## src/rtl/maxpool2x2_stream.sv

```systemverilog
// maxpool2x2_stream
// Streaming 2x2 / stride-2 max pooling over an R x C raster-order activation
// map. One pixel may be accepted per cycle (no backpressure). Horizontal pairs
// are reduced in h_q. Even-row pair maxima are parked in a C/2-entry line
// buffer. Odd-row pair maxima are combined with that buffer to produce one
// pooled pixel per 2x2 window.
//
// Ports:
//   clk        - rising-edge clock
//   rst_n      - synchronous active-low reset (priority over in_valid)
//   in_valid   - data_in carries a pixel this cycle; low = stall, state holds
//   data_in    - signed pixel at the current (row, col)
//   out_valid  - one-cycle pulse, data_out carries a pooled pixel
//   data_out   - signed max of one 2x2 window; holds when out_valid=0
//   frame_done - one-cycle pulse with the last pooled pixel of a frame
module maxpool2x2_stream #(
  parameter int data_width = 32,
  parameter int R          = 4,
  parameter int C          = 4
) (
  input  logic                  clk,
  input  logic                  rst_n,
  input  logic                  in_valid,
  input  logic [data_width-1:0] data_in,
  output logic                  out_valid,
  output logic [data_width-1:0] data_out,
  output logic                  frame_done
);

  localparam int RW = $clog2(R);
  localparam int CW = $clog2(C);
  localparam int HC = C / 2;
  localparam int LW = (HC > 1) ? $clog2(HC) : 1;

  // Signed maximum; on a tie either operand is the same value.
  function automatic logic [data_width-1:0] smax(
    input logic [data_width-1:0] a,
    input logic [data_width-1:0] b
  );
    logic [data_width-1:0] m;
    if ($signed(a) >= $signed(b)) begin
      m = a;
    end else begin
      m = b;
    end
    return m;
  endfunction

  logic [RW-1:0]         row_q, row_d;
  logic [CW-1:0]         col_q, col_d;
  logic [data_width-1:0] h_q, h_d;
  logic                  out_valid_q, out_valid_d;
  logic [data_width-1:0] data_out_q, data_out_d;
  logic                  frame_done_q, frame_done_d;

  logic [data_width-1:0] line_buf_q [HC];
  logic                  lb_we_d;
  logic [LW-1:0]         lb_idx_d;
  logic [data_width-1:0] hmax_d;

  // Next-state: position counters, horizontal/vertical reduction, outputs.
  always_comb begin
    row_d        = row_q;
    col_d        = col_q;
    h_d          = h_q;
    out_valid_d  = 1'b0;
    frame_done_d = 1'b0;
    data_out_d   = data_out_q;
    lb_we_d      = 1'b0;
    lb_idx_d     = LW'(col_q >> 1);
    hmax_d       = smax(h_q, data_in);

    if (in_valid) begin
      if (col_q[0] == 1'b0) begin
        h_d = data_in;
      end else if (row_q[0] == 1'b0) begin
        // Even row: park the pair maximum until the odd row arrives.
        lb_we_d = 1'b1;
      end else begin
        out_valid_d  = 1'b1;
        data_out_d   = smax(line_buf_q[lb_idx_d], hmax_d);
        frame_done_d = (row_q == RW'(R - 1)) && (col_q == CW'(C - 1));
      end

      if (col_q == CW'(C - 1)) begin
        col_d = {CW{1'b0}};
        if (row_q == RW'(R - 1)) begin
          row_d = {RW{1'b0}};
        end else begin
          row_d = row_q + RW'(1);
        end
      end else begin
        col_d = col_q + CW'(1);
      end
    end else begin
      row_d = row_q;
      col_d = col_q;
    end
  end

  // State and output registers with synchronous active-low reset.
  always_ff @(posedge clk) begin
    if (!rst_n) begin
      row_q        <= {RW{1'b0}};
      col_q        <= {CW{1'b0}};
      h_q          <= {data_width{1'b0}};
      out_valid_q  <= 1'b0;
      data_out_q   <= {data_width{1'b0}};
      frame_done_q <= 1'b0;
    end else begin
      row_q        <= row_d;
      col_q        <= col_d;
      h_q          <= h_d;
      out_valid_q  <= out_valid_d;
      data_out_q   <= data_out_d;
      frame_done_q <= frame_done_d;
    end
  end

  // Line buffer: always written on an even row before being read, so no reset.
  always_ff @(posedge clk) begin
    if (rst_n && lb_we_d) begin
      line_buf_q[lb_idx_d] <= hmax_d;
    end
  end

  assign out_valid  = out_valid_q;
  assign data_out   = data_out_q;
  assign frame_done = frame_done_q;

endmodule

```

## config.mk

```make
export PLATFORM = sky130hd
export DESIGN_NAME = maxpool2x2_stream
export DESIGN_NICKNAME = d
export VERILOG_FILES = /design/src/rtl/maxpool2x2_stream.sv
export SDC_FILE = /design/constraint.sdc
export NUM_CORES = 1
export LEC_CHECK = 0
export CORE_AREA = 5 5 116 118
export DETAILED_ROUTE_END_ITERATION = 12
export DIE_AREA = 0 0 121 123
export PLACE_DENSITY = 0.79
export REMOVE_ABC_BUFFERS = 1
export SETUP_SLACK_MARGIN = 0.15
export SYNTH_ARGS = -nofsm -noshare
export SYNTH_HDL_FRONTEND = slang
export SYNTH_SLANG_ARGS = --single-unit
export TNS_END_PERCENT = 1
```

## constraint.sdc

```tcl
create_clock -name clk -period 5.9 [get_ports clk]
set_input_delay 0.59 -clock clk [delete_from_list [all_inputs] [get_ports clk]]
set_output_delay 0.59 -clock clk [all_outputs]
set_load 0.02 [all_outputs]
```

==> impl_results.md <==
- CP bufs+invs: 4
- Crit path max-delay cell type: or4_1
- Final Slew Violations: 0
- DR WL/cell: ~18 µm
- Most common cell after layout, fill and taps aside: nand2_1
- Fraction of the mapped netlist area in compound gates: between 10% and 20%
- Setup repair after global routing missed its margin: no
- Crit start category: input port
- Max transition margin: roughly 22%
- Post-CTS setup buffers: 0
- Row cnt: 41
- Max Fclk: between 0.15 and 0.2 GHz
- Global-route usage over all layers: between 20% and 30%
- Chip width: between 100 and 150 µm
- Number of global-route vias before repair: 5429
- I/O pin total: 69
- Grt total ovfl: 0
- Delay-heaviest family, CP: compound AO/OA/AOI/OAI gates
- DRT Pass-1 Iters: 5
- Endpoint type of the worst setup path: flip-flop
- Final setup violation count: 0
- Share of the synthesized area in the top cell type: roughly 28%
- Largest family of logic cells by synthesized area: adder cells
- Commonest non-fill, non-tap cells in the layout: nand2_1, inv_1, dfxtp_1
- CTS tree: done
- Seq/Total Area, Yosys: between 40% and 50%
- Cells after Synth: 679
- Dominant synthesized flop cell: dfxtp_1
- Area leader, netlist: edfxtp_1
- Mapped Avg Cell Area: 10.0 µm²
- Port bufs: about 70
- Initial antenna violation count: 0
- Via Count: roughly 5300
- Reg2reg setup slack: approximately 950 ps
- Via density per instance: 5.70
- Number of synthesized flops with an enable pin: between 60 and 70
- Synthesized area: roughly 7000 µm²
- Slew @ Worst Pin: approximately 1200 ps
- Critical Path End: data_out[28]
- Final Wtd Congestion: 0.857
- Clock Tree Root: clkbuf_16
- Arrival @ worst endpoint: 5620 ps
- Outcome: complete, no violations
- Share of cells above drive strength 1: approximately 5.7%
- Area contributors post-synth: edfxtp_1, dfxtp_1, ha_1, mux2i_1, nand2_1
- Stages on worst setup path: 19
- Hpwl dp: 11400 µm
- Critical Path RT: 6220 ps
- CP Cell Sequence: clkdlybuf4s50_1 > inv_1 > ha_1 > nand4_1 > or4_1 > o22a_1 > and3_1 > a211oi_4 > buf_4 > mux2i_1 > ha_1 > nand4_1 > or3_1 > a21oi_1 > o41ai_1 > o21ai_0 > a211o_1 > buf_4 > o221ai_1
- Global-route wire length before repair: ~27000 µm
- Power Dens Cells: a little under 300 nW/µm²
- Die Y: between 100 and 150 µm
- Final period util: between 80% and 90%
- Critical Path Start: data_in[30]
- Yosys cell types: 36
- Post-Synth Simple-Gate Area: ~10%
- Final core utilization: about two thirds
- FF-to-FF Start: h_q[0]
- Reg-to-Reg End: data_out[28]
- Overall routed net length: about 17000 µm
- FFs w/ async S/R, synth: 0%
- Max-Cap Viols: 0
- Xor and xnor area share after synthesis: 0%
- Core Box Area: 12400 µm²
- Final Skew: between 10 and 15 ps
- Starting DRC count in detailed routing: roughly 500
- Syn. warnings: 0
- DRC viols: 0
- Worst VDD drop: around 0.20 mV
- Synth Register Bits: approximately 140
- LEAKAGE: 3.57 nW
- Initial Utilization: 55.2%
- Min Tclk post-route: approximately 5300 ps
- Register-to-Register Path Depth: 18
- Cts hold-fix bufs: 0
- Worst path max stage delay: 570 ps
- Total Nets Final: 854
- Die area: about 15000 µm²
- Adder-Cell Fraction of Synth Area: between 10% and 20%
- Worst min-delay path class: flip-flop to flip-flop
- CP max FO: 20
- # diodes: 0
- Clk buf depth: 2
- Final ANT Viol Nets: 0
- Synth-to-layout area growth: 21.5%
- Maximum level of the CTS H-tree: 4
- Clock sink count: 135
- Clk slew on worst S/H paths: 50 ps
- Setup TNS: 0 ps
- Multiplexer share of the synthesized area: approximately a tenth
- CTS-repair resized insts: 0
- Num CTS Buffers: 17
- WS Path Type: input port to flip-flop
- Largest net degree at the start of global routing: 38
- Count of final hold-check violations: 0
- Clk Latency, worst-skew pair: 420 ps
-- worst min-delay path: stages, from the launching register on --
cell	delay, ps
dfxtp_1	320
nand2_1	50
o221ai_1	50
-- metal layers --
layer,share of wire [%],global-route usage (%)
met5,0,0
met4,1.8,7.79
met3,6.0,6.18
met2,49,39.5
met1,43,28.5
-- cell usage after synthesis, drive strengths merged (2+ instances only) --
| library cell | instances |
|---|---|
| mux2i | 65 |
| o41ai | 2 |
| nand3 | 7 |
| nand2 | 113 |
| a21o | 3 |
| nand4 | 12 |
| and3 | 3 |
| inv | 101 |
| o21a | 2 |
| o221ai | 32 |
| o211ai | 2 |
| nor2 | 11 |
| clkbuf | 20 |
| a211oi | 5 |
| nand2b | 4 |
| edfxtp | 64 |
| o21ai | 9 |
| a21oi | 65 |
| buf | 7 |
| dfxtp | 71 |
| ha | 66 |
| nor3 | 3 |
-- area by class of cell --
cell class | count | area [µm²]
Clock buffer | 30 | 536
Clock inverter | 2 | 35.0
Fill cell | 912 | 4070
Inverter | 101 | 379
Multi-Input combinational cell | 416 | 3000
Sequential cell | 135 | 3340
Tap cell | 172 | 215
Timing Repair Buffer | 82 | 786
-- power by group --
part	internal [mW]	switching (mW)	total, mW	leakage (nW)
clock	0.650	0.365	1.01	0.278
combinational	0.139	0.206	0.345	2.13
sequential	1.02	0.0234	1.04	1.16
total	1.81	0.594	2.40	3.57
-- registers in the layout, summed over array words and instances, names as in the netlist, named ones only --
register    cells
line_buf_q     64
out_valid       1
row_q           2
data_out       32
col_q           2
h_q            32
frame_done      1
-- metrics by stage --
stage	power, mW	instance area (µm²)	setup slack, ps	std cells	hold WS [ps]
floorplan	1.28	6700	381	652	440
global placement	1.38	7720	419	906	448
detailed placement	1.39	7720	262	906	451
CTS	2.41	8290	673	938	464
global route	2.50	8290	318	938	478
finish	2.40	8290	607	938	462
-- kinds of logic (layout without fill, tap and decap cells) --
kind of cell	Yosys count	in the layout
multiplexers	65	65
AO/OA/AOI/OAI	125	125
buffers and inverters	128	215
flip-flops	135	135
AND/OR/NAND/NOR	160	160
adder cells (fa/ha/maj)	66	66
-- how the worst min path moves through the flow --
stage	startpoint	to	slack (ps)	depth (start not counted)
2_1_floorplan	row_q[1]	row_q[1]	440	2
3_3_place_gp	data_out[8]	data_out[8]	450	2
3_5_place_dp	data_out[10]	data_out[10]	450	2
4_1_cts	row_q[1]	row_q[1]	460	2
5_1_grt	row_q[1]	row_q[1]	480	2
6_report	data_out[10]	data_out[10]	460	2
(Power assumes the default switching activity.)
